==> src/rtl/timer_pkg.sv <==
// Shared definitions for the timer controller: default widths and FSM state encoding.
package timer_pkg;

  localparam int unsigned TIMER_WIDTH          = 32;
  localparam int unsigned TIMER_PRESCALE_WIDTH = 16;

  typedef enum logic [1:0] {
    IDLE   = 2'd0,
    RUN    = 2'd1,
    PAUSED = 2'd2,
    DONE   = 2'd3
  } state_e;

endpackage

==> src/rtl/timer_controller_if.sv <==
// Configuration handshake, command and status bundle of the timer controller.
interface timer_controller_if #(
  parameter int unsigned WIDTH          = 32,
  parameter int unsigned PRESCALE_WIDTH = 16
);

  logic                      cfg_valid;
  logic                      cfg_ready;
  logic [WIDTH-1:0]          cfg_period;
  logic [PRESCALE_WIDTH-1:0] cfg_prescale;
  logic                      cfg_oneshot;
  logic                      start;
  logic                      pause;
  logic                      stop;
  logic                      tick;
  logic [WIDTH-1:0]          count_value;
  logic                      busy;
  logic                      done;
  logic                      err;

  modport master (
    output cfg_valid, cfg_period, cfg_prescale, cfg_oneshot, start, pause, stop,
    input  cfg_ready, tick, count_value, busy, done, err
  );

  modport slave (
    input  cfg_valid, cfg_period, cfg_prescale, cfg_oneshot, start, pause, stop,
    output cfg_ready, tick, count_value, busy, done, err
  );

endinterface

==> src/rtl/prescale_counter.sv <==
// Enable-gated prescale counter: counts 0..terminal, strobes tc_c on the terminal cycle.
module prescale_counter #(
  parameter int unsigned WIDTH = 16
) (
  input  logic             clock,
  input  logic             reset,
  input  logic             en,
  input  logic             clr,
  input  logic [WIDTH-1:0] terminal,
  output logic             tc_c
);

  logic [WIDTH-1:0] cnt_q;

  assign tc_c = en && (cnt_q == terminal);

  always_ff @(posedge clock or negedge reset) begin
    if (!reset) begin
      cnt_q <= '0;
    end else if (clr) begin
      cnt_q <= '0;
    end else if (en) begin
      cnt_q <= tc_c ? '0 : cnt_q + WIDTH'(1);
    end
  end

endmodule

==> src/rtl/timer_controller.sv <==
// Timer sequencer: latches a configuration, runs a prescaled main count in periodic or
// one-shot mode, and pulses tick on every wrap.
module timer_controller
  import timer_pkg::*;
#(
  parameter int unsigned WIDTH          = TIMER_WIDTH,
  parameter int unsigned PRESCALE_WIDTH = TIMER_PRESCALE_WIDTH
) (
  input  logic               clock,
  input  logic               reset,
  timer_controller_if.slave  bus
);

  state_e                    state_q;
  logic [WIDTH-1:0]          period_q;
  logic [PRESCALE_WIDTH-1:0] prescale_q;
  logic                      oneshot_q;
  logic [WIDTH-1:0]          count_q;
  logic                      tick_q;
  logic                      err_q;

  logic                      idle_like_c;
  logic                      accept_c;
  logic [WIDTH-1:0]          eff_period_c;
  logic                      launch_c;
  logic                      pre_en_c;
  logic                      pre_clr_c;
  logic                      pre_tc_c;

  // A config accepted on the same edge as start is the one the run uses.
  assign idle_like_c  = (state_q == IDLE) || (state_q == DONE);
  assign accept_c     = idle_like_c && bus.cfg_valid;
  assign eff_period_c = accept_c ? bus.cfg_period : period_q;
  assign launch_c     = idle_like_c && !bus.stop && !bus.pause && bus.start &&
                        (eff_period_c != '0);
  assign pre_en_c     = (state_q == RUN) && !bus.stop && !bus.pause;
  assign pre_clr_c    = bus.stop || launch_c;

  prescale_counter #(
    .WIDTH (PRESCALE_WIDTH)
  ) u_prescale (
    .clock    (clock),
    .reset    (reset),
    .en       (pre_en_c),
    .clr      (pre_clr_c),
    .terminal (prescale_q),
    .tc_c     (pre_tc_c)
  );

  // Sequencing FSM with registered main count and pulse outputs.
  always_ff @(posedge clock or negedge reset) begin
    if (!reset) begin
      state_q    <= IDLE;
      period_q   <= '0;
      prescale_q <= '0;
      oneshot_q  <= 1'b0;
      count_q    <= '0;
      tick_q     <= 1'b0;
      err_q      <= 1'b0;
    end else begin
      tick_q <= 1'b0;
      err_q  <= 1'b0;

      if (accept_c) begin
        period_q   <= bus.cfg_period;
        prescale_q <= bus.cfg_prescale;
        oneshot_q  <= bus.cfg_oneshot;
      end

      if (bus.stop) begin
        state_q <= IDLE;
        count_q <= '0;
      end else begin
        unique case (state_q)
          IDLE, DONE: begin
            if (!bus.pause && bus.start) begin
              if (launch_c) begin
                state_q <= RUN;
                count_q <= '0;
              end else begin
                err_q <= 1'b1;
              end
            end
          end
          RUN: begin
            if (bus.pause) begin
              state_q <= PAUSED;
            end else if (pre_tc_c) begin
              if (count_q == period_q - WIDTH'(1)) begin
                count_q <= '0;
                tick_q  <= 1'b1;
                if (oneshot_q) begin
                  state_q <= DONE;
                end
              end else begin
                count_q <= count_q + WIDTH'(1);
              end
            end
          end
          PAUSED: begin
            if (!bus.pause && bus.start) begin
              state_q <= RUN;
            end
          end
          default: state_q <= IDLE;
        endcase
      end
    end
  end

  assign bus.cfg_ready   = idle_like_c;
  assign bus.busy        = (state_q == RUN) || (state_q == PAUSED);
  assign bus.done        = (state_q == DONE);
  assign bus.tick        = tick_q;
  assign bus.err         = err_q;
  assign bus.count_value = count_q;

endmodule

==> src/flat_wrapper.sv <==
// flat-port wrapper written by rule: the top's interface ports become plain ports
module timer_controller_flat import timer_pkg::*;
#(
  parameter int unsigned WIDTH          = TIMER_WIDTH,
  parameter int unsigned PRESCALE_WIDTH = TIMER_PRESCALE_WIDTH
)
  (clock, reset, bus_cfg_valid, bus_cfg_period, bus_cfg_prescale, bus_cfg_oneshot, bus_start, bus_pause, bus_stop, bus_cfg_ready, bus_tick, bus_count_value, bus_busy, bus_done, bus_err);
  timer_controller_if #(.WIDTH(WIDTH), .PRESCALE_WIDTH(PRESCALE_WIDTH)) bus_i ();
  input  logic clock;
  input  logic reset;
  input wire logic [$bits(bus_i.cfg_valid)-1:0] bus_cfg_valid;
  input wire logic [$bits(bus_i.cfg_period)-1:0] bus_cfg_period;
  input wire logic [$bits(bus_i.cfg_prescale)-1:0] bus_cfg_prescale;
  input wire logic [$bits(bus_i.cfg_oneshot)-1:0] bus_cfg_oneshot;
  input wire logic [$bits(bus_i.start)-1:0] bus_start;
  input wire logic [$bits(bus_i.pause)-1:0] bus_pause;
  input wire logic [$bits(bus_i.stop)-1:0] bus_stop;
  output wire logic [$bits(bus_i.cfg_ready)-1:0] bus_cfg_ready;
  output wire logic [$bits(bus_i.tick)-1:0] bus_tick;
  output wire logic [$bits(bus_i.count_value)-1:0] bus_count_value;
  output wire logic [$bits(bus_i.busy)-1:0] bus_busy;
  output wire logic [$bits(bus_i.done)-1:0] bus_done;
  output wire logic [$bits(bus_i.err)-1:0] bus_err;
  assign bus_i.cfg_valid = bus_cfg_valid;
  assign bus_i.cfg_period = bus_cfg_period;
  assign bus_i.cfg_prescale = bus_cfg_prescale;
  assign bus_i.cfg_oneshot = bus_cfg_oneshot;
  assign bus_i.start = bus_start;
  assign bus_i.pause = bus_pause;
  assign bus_i.stop = bus_stop;
  assign bus_cfg_ready = bus_i.cfg_ready;
  assign bus_tick = bus_i.tick;
  assign bus_count_value = bus_i.count_value;
  assign bus_busy = bus_i.busy;
  assign bus_done = bus_i.done;
  assign bus_err = bus_i.err;
  timer_controller #(.WIDTH(WIDTH), .PRESCALE_WIDTH(PRESCALE_WIDTH)) u_core (.clock(clock), .reset(reset), .bus(bus_i));
endmodule
==> config.mk <==
export PLATFORM = sky130hd
export DESIGN_NAME = timer_controller_flat
export DESIGN_NICKNAME = d
export VERILOG_FILES = /design/src/rtl/timer_pkg.sv /design/src/rtl/timer_controller_if.sv /design/src/rtl/prescale_counter.sv /design/src/rtl/timer_controller.sv /design/src/flat_wrapper.sv
export SDC_FILE = /design/constraint.sdc
export NUM_CORES = 1
export LEC_CHECK = 0
export BUFFER_PORTS_ARGS = -buffer_cell sky130_fd_sc_hd__buf_2
export CORE_UTILIZATION = 60
export CTS_CLUSTER_SIZE = 40
export DETAILED_ROUTE_END_ITERATION = 10
export GPL_TIMING_DRIVEN = 0
export PLACE_DENSITY_LB_ADDON = 0.25
export SYNTH_ARGS = -nofsm -noshare
export SYNTH_HDL_FRONTEND = slang
export SYNTH_SLANG_ARGS = --single-unit
==> constraint.sdc <==
create_clock -name clock -period 10.8 [get_ports clock]
set_clock_uncertainty 0.2 [all_clocks]
set_input_delay 0 -clock clock [delete_from_list [all_inputs] [get_ports clock]]
set_output_delay 0 -clock clock [all_outputs]
set_load 0.05 [all_outputs]
# ---- Word level (Yosys, flattened, before mapping)
# Index checks and enable logic that the tools add are counted.
dict set report word_totals {
  input_bits 55
  mem_bits_rw 0
  out_inout_bits 37
  mem_count 0
  latch_bits 0
  mem_bits_ro 0
  elab_cells 74
  register_bits 101
}
dict set report classes {
  shift 0
  mul 0
  div 0
  reduce_logical 21
  add_sub_neg 3
  n_eq_ne 13
  order_cmp 0
  n_bitwise 0
  muxes 29
}
# op n
set op_table {}
lappend op_table {{$mux W32} 7}
lappend op_table {{$pmux W32 S2} 1}
lappend op_table {{$mux W16} 3}
lappend op_table {{$add A32 B1 Y32 const B} 1}
lappend op_table {{$eq A32 B32 Y1} 1}
lappend op_table {{$reduce_bool A32 Y1} 1}
lappend op_table {{$sub A32 B1 Y32 const B} 1}
lappend op_table {{$add A16 B1 Y16 const B} 1}
lappend op_table {{$eq A16 B16 Y1} 1}
lappend op_table {{$mux W2} 8}
lappend op_table {{$logic_and A1 B1 Y1} 9}
lappend op_table {{$mux W1} 9}
lappend op_table {{$ne A3 B2 Y1 const B} 3}
lappend op_table {{$ne A4 B4 Y1 const B} 2}
lappend op_table {{$ne A3 B3 Y1 const B} 2}
lappend op_table {{$pmux W2 S3} 1}
lappend op_table {{$reduce_and A6 Y1} 1}
lappend op_table {{$reduce_and A5 Y1} 1}
lappend op_table {{$eq A2 B2 Y1 const B} 2}
lappend op_table {{$ne A4 B3 Y1 const B} 1}
lappend op_table {{$logic_or A1 B1 Y1} 3}
lappend op_table {{$reduce_bool A3 Y1} 1}
lappend op_table {{$eq A2 B1 Y1 const B} 1}
lappend op_table {{$logic_not A1 Y1} 2}
lappend op_table {{3 further kinds} 3}

# ---- Logic depth before layout (Yosys ltp)
dict set report depth {
  ltp_word 10
  ltp_mapped 14
  mapped_depth_nobuf 11
}

# ---- By module
# A second synthesis with hierarchy kept.
dict set report unflattened {
  cells_unflattened 618
  area_unflattened_um2 6037.0
}
# mod seq_area_each_um2 area_each_um2 cells_each instances
set by_module_without_submodules {}
lappend by_module_without_submodules {timer_controller 2127.0 4937.2 495 1}
lappend by_module_without_submodules {prescale_counter 400.4 1099.8 123 1}

# ---- Worst setup path after synthesis
# Ideal clock, no wire load.
dict set report synth_timing {
  path_kind {register to register}
  start {register u_core.period_q[4]}
  end {register u_core.count_q[29], in the netlist u_core.bus.count_value[29]}
  stages_incl_launch_ff 15
  path_slack_ns 6.838
  n_path_buf 5
  synth_period_minus_slack_ns 3.962
  t_arrival_ns 3.661
  cell_sequence {dfrtp_1 -> buf_6 -> or4_1 -> buf_2 -> or4_1 -> buf_2 -> or4b_4 -> mux2_4 -> mux2i_4 -> o22ai_2 -> a21oi_2 -> nand2b_1 -> buf_2 -> buf_6 -> o311ai_2}
}
dict set report synth_via {
  elab_chain_len 7
  elab_cells_between_ends 12
  classes_between {add/sub: 1; eq/ne: 2; mux: 6; reduce/logical: 3}
}
# item line
set synth_rtl {}
lappend synth_rtl {{start, declared} timer_controller.sv:15} ;# logic [WIDTH-1:0] period_q;
lappend synth_rtl {{start signal, assigned} timer_controller.sv:65} ;# period_q <= bus.cfg_period;
lappend synth_rtl {{$sub A32 B1 Y32} timer_controller.sv:89} ;# if (count_q == period_q - WIDTH'(1)) begin
lappend synth_rtl {{$eq A32 B32 Y1} timer_controller.sv:89}
lappend synth_rtl {{$mux W32} timer_controller.sv:89}
lappend synth_rtl {{$mux W32} timer_controller.sv:88} ;# end else if (pre_tc_c) begin
lappend synth_rtl {{$mux W32} timer_controller.sv:86} ;# if (bus.pause) begin
lappend synth_rtl {{$pmux W32 S2} timer_controller.sv:74} ;# unique case (state_q)
lappend synth_rtl {{$mux W32} timer_controller.sv:70} ;# if (bus.stop) begin
lappend synth_rtl {{end signal, assigned} timer_controller.sv:96} ;# count_q <= count_q + WIDTH'(1);
lappend synth_rtl {{end, declared} timer_controller.sv:18} ;# logic [WIDTH-1:0] count_q;
# Parallel ways exist; a longest one is shown, timed or not. The select of a mux whose other input is x is not followed.
# A chain may end at the register's enable or synchronous reset.

# ---- Final worst setup path
dict set report layout_timing {
  start {register u_core.period_q[4]}
  end {register u_core.state_q[0]}
}
dict set report layout_via {
  elab_chain_len 5
  elab_cells_between_ends 8
  classes_between {add/sub: 1; eq/ne: 3; mux: 1; reduce/logical: 3}
}
# item line
set layout_rtl {}
lappend layout_rtl {{branches (longest 4 deep; another with $sub A32 B1 Y32)} n/a}
lappend layout_rtl {{$reduce_and A6 Y1 (no source line) (*)} n/a}
lappend layout_rtl {{end signal, assigned} timer_controller.sv:53} ;# state_q <= IDLE;
lappend layout_rtl {{end signal, assigned} timer_controller.sv:71} ;# state_q <= IDLE;
lappend layout_rtl {{end signal, assigned} timer_controller.sv:78} ;# state_q <= RUN;
lappend layout_rtl {{end, declared} timer_controller.sv:14} ;# state_e state_q;
# Mark *: on every way between the ends.

==> key figures <==
Status
  • Status: finished, final reports clean

Power and ir drop
  • Clock power share: 21.7%
  • Leak: roughly 3.3 nW
  • Reg power frac: 45.1%
  • Gate power share: roughly a third
  • NetSw: 0.000429 W
  • Power Internal: 0.000700 W
  • Worst IR drop on VDD: 158 uV
  • Sw Share: a little under two fifths
  • Pwr dens: 143 mW/mm^2

Worst hold path
  • Hold Startpoint: bus_cfg_oneshot
  • Min-delay worst type: primary input to register
  • Hold Path End: u_core.oneshot_q$_DFFE_PN0P_
  • Hold path cells: 4

Worst setup path
  • Reg2reg start: u_core.period_q[4]$_DFF_PN0_
  • Max FO, Critical Path: 9
  • Critical-path top delay cell: nor4_1
  • Critical Path Start: u_core.period_q[4]$_DFF_PN0_
  • Reg2reg setup slack: 5.63 ns
  • R2r endpoint: u_core.state_q[0]$_DFFE_PN0P_
  • CP required: roughly 11 ns
  • Worst path cell trace: buf_6 -> or4_1 -> buf_2 -> or4_1 -> buf_2 -> or4b_4 -> xor2_1 -> mux2i_4 -> o22a_1 -> nor4_1 -> nand2_1 -> a311oi_1 -> dlygate4sd3_1
  • Crit path max-delay family: simple AND/OR/NAND/NOR gates
  • Crit path buf inv count: 4
  • CP Capture Type: register
  • Delay of the slowest cell on the worst path: 0.69 ns
  • WS Path Type: register to register
  • Crit start category: register
  • R2r worst-path depth: 13
  • Crit path DAT: 5.30 ns

STA
  • Worst Slack Setup Final: 5.63 ns
  • RSZ-0062 raised after global routing: false
  • Worst-margin pin slew: around 0.87 ns
  • Fin crit share: 47.8%
  • Pins Over Slew Limit: 0
  • Fin crit period: 5.17 ns
  • Final setup viols: 0
  • Total negative slack: 0 ns
  • Slew HR: 41.8%
  • Final number of hold-violating endpoints: 0
  • Fmax: just under 0.2 GHz

Logic synthesis
  • Synth unique cells: 68
  • Cells after Synth: 696
  • Post-synth ARST share: between 90% and 100%
  • Syn Area/Cell: 9.30 sq um
  • Share of the synthesized area in the top cell type: approximately two fifths
  • Synthesized area: 0.00647 sq mm
  • Main synth FF type: dfrtp_1
  • EDFF count, synth: 0
  • Synth Register Bits: 101
  • Seq/Total Area, Yosys: 39.0%
  • Cell taking the most area after synthesis: dfrtp_1
  • Synth Net Count: roughly 760
  • Top post-synthesis cells by area: dfrtp_1, mux2_2, xor2_1
  • Synth warn: 0

Clock network
  • Cts bufs inserted: 9
  • Clock Tree Buf Depth: 2
  • Post_cts resized: 0
  • Clock Tree Root: clkbuf_8
  • Worst skew pair latency: 0.40 ns
  • CTS tree: done
  • Clock-pin transition on the worst setup and hold timing paths: 0.10 ns
  • H-Tree Depth: 3
  • TritonCTS Sinks: 101

Layout
  • Commonest non-fill, non-tap cell in the layout: dfrtp_1
  • Fin nets: 918
  • Most frequent cells in the layout: dfrtp_1, buf_2, dlygate4sd3_1
  • Fin cells: approximately 1.0k
  • Area Growth Syn to Fin: 22.2%
  • Layout cells sized above 1: 21.9%

Route
  • DRT Pass-1 Iters: 5
  • Top sig layer: met4
  • WL final: 20.0 mm
  • Wire length per cell: 20.0 um
  • Vias/cell: 6.31
  • DRT iter0 DRCs: 450
  • Post-Route M1 WL: 7.52 mm
  • Final ANT Viol Nets: 0
  • # DRC: 0
  • Routed met2 length: 9.98 mm
  • Via count: about 6.3k
  • Met3 Wirelength: around 1.3 mm

Floorplanning
  • Die Area: 0.0112 sq mm
  • Chip Width: 106 um
  • Row cnt: 37
  • Core area: 0.0104 sq mm
  • Starting Density: 62.4%
  • Die height: between 100 and 150 um
  • Top-Level Pins: a little over 90

Placement
  • Placed insts: about 920
  • Half-perimeter wire length after placement: approximately 14 mm
  • # port buffers: between 90 and 100
  • Place WS: 6.27 ns
  • Final Wtd Congestion: between 0.9 and 1

GRT
  • Remaining Overflow, GRT: 0
  • Largest net degree at the start of global routing: between 70 and 80
  • Number of global-route vias before repair: 6,260
  • GRT Total Usage: between 30% and 40%
  • Global-route wire length before repair: 31.3 mm
  • Initial antenna violation count: 2

Flow run
  • Max_cap viols: 0
==> final cells by class <==
class,instances,area [sq um]
multi-input combinational,535,3700
clock inverter,5,40.0
inverter,22,82.6
timing repair buffer,150,1070
fill,710,2460
buffer,38,165
tap,136,170
antenna,2,5.00
sequential,101,2530
clock buffer,11,151
==> layer usage <==
metal	vias to the layer above	track usage, %
met5	-	0
met4	0	21.7
met3	90	7.79
met2	338	63.3
met1	3005	42.3
li1	2880	-
==> cells by family (layout without fill, tap and decap cells) <==
group                    count (synthesis)  in the layout  share of synthesized area, %
multiplexers                            52             52                          9.18
AND/OR/NAND/NOR                        293            293                          24.7
AO/OA/AOI/OAI                          119            119                          13.3
other                                    0              2                             0
flip-flops                             101            101                          39.0
XOR/XNOR                                65             65                          8.79
buffers and inverters                   60            226                          3.83
adder cells (fa/ha/maj)                  6              6                          1.16
==> flip-flops by register name (all words and copies together), names as in the netlist <==
| signal | flops |
|---|---|
| u_core.bus.count_value | 32 |
| u_core.bus.err | 1 |
| u_core.bus.tick | 1 |
| u_core.oneshot_q | 1 |
| u_core.period_q | 32 |
| u_core.prescale_q | 16 |
| u_core.state_q | 2 |
| u_core.u_prescale.cnt_q | 16 |
==> worst reg2reg max path, stage by stage, from the launching register on <==
cell and delay, ns:
dfrtp_1 0.42, buf_6 0.15, or4_1 0.51, buf_2 0.19
or4_1 0.49, buf_2 0.18, or4b_4 0.59, xor2_1 0.26
mux2i_4 0.12, o22a_1 0.22, nor4_1 0.69, nand2_1 0.18
a311oi_1 0.32, dlygate4sd3_1 0.58
==> power by group through the flow <==
| stage | combinational [W] | sequential (W) | clock (W) |
|---|---|---|---|
| 5_1_grt | 0.000405 | 0.000515 | 0.000260 |
| 2_1_floorplan | 0.000255 | 0.000490 | 0 |
| 3_5_place_dp | 0.000342 | 0.000510 | 0 |
| 6_report | 0.000375 | 0.000509 | 0.000245 |
| 3_3_place_gp | 0.000328 | 0.000506 | 0 |
| 4_1_cts | 0.000362 | 0.000502 | 0.000245 |
==> how the worst max path moves through the flow <==
stage                                             endpoint  slack, ns  cells after the start
detailed placement  u_core.bus.count_value[21]$_DFFE_PN0P_       6.27                     12
global placement    u_core.bus.count_value[21]$_DFFE_PN0P_       6.32                     12
finish                       u_core.state_q[0]$_DFFE_PN0P_       5.63                     13
global route                 u_core.state_q[0]$_DFFE_PN0P_       5.54                     13
floorplan           u_core.bus.count_value[29]$_DFFE_PN0P_       6.84                     14
CTS                          u_core.state_q[0]$_DFFE_PN0P_       5.79                     13
==> Yosys cell counts (8+ instances only) <==
| cell type | number |
|---|---|
| xor2_1 | 40 |
| o21ai_0 | 24 |
| nand2_1 | 54 |
| nand3_1 | 40 |
| or2_2 | 9 |
| nor2_1 | 41 |
| and2_1 | 8 |
| nor3_1 | 21 |
| nand4_1 | 9 |
| xnor2_1 | 25 |
| o22ai_1 | 9 |
| inv_1 | 22 |
| a21oi_1 | 20 |
| and3_1 | 14 |
| nor4_1 | 35 |
| mux2_2 | 45 |
| or4_1 | 12 |
| clkbuf_1 | 28 |
| or3_1 | 9 |
| nand2b_1 | 8 |
| dfrtp_1 | 101 |
==> metrics by stage <==
stage / power (W) / cell area [sq um] / util [%] / hold slack [ns]
after global placement: 0.000835 / 7100 / 68.5 / 0.0136
after CTS: 0.00111 / 7900 / 76.2 / 0.145
after floorplan: 0.000746 / 6470 / - / -0.496
final: 0.00113 / 7910 / 76.3 / 0.173
after detailed placement: 0.000852 / 7130 / 68.8 / -0.227
after global routing: 0.00118 / 7910 / 76.3 / 0.163
==> timing repair <==
item	in CTS	in global routing
setup buffers	0	0
hold endpoints to repair	158	0
hold buffers	57	0
Power figures use the tool's default switching activity.
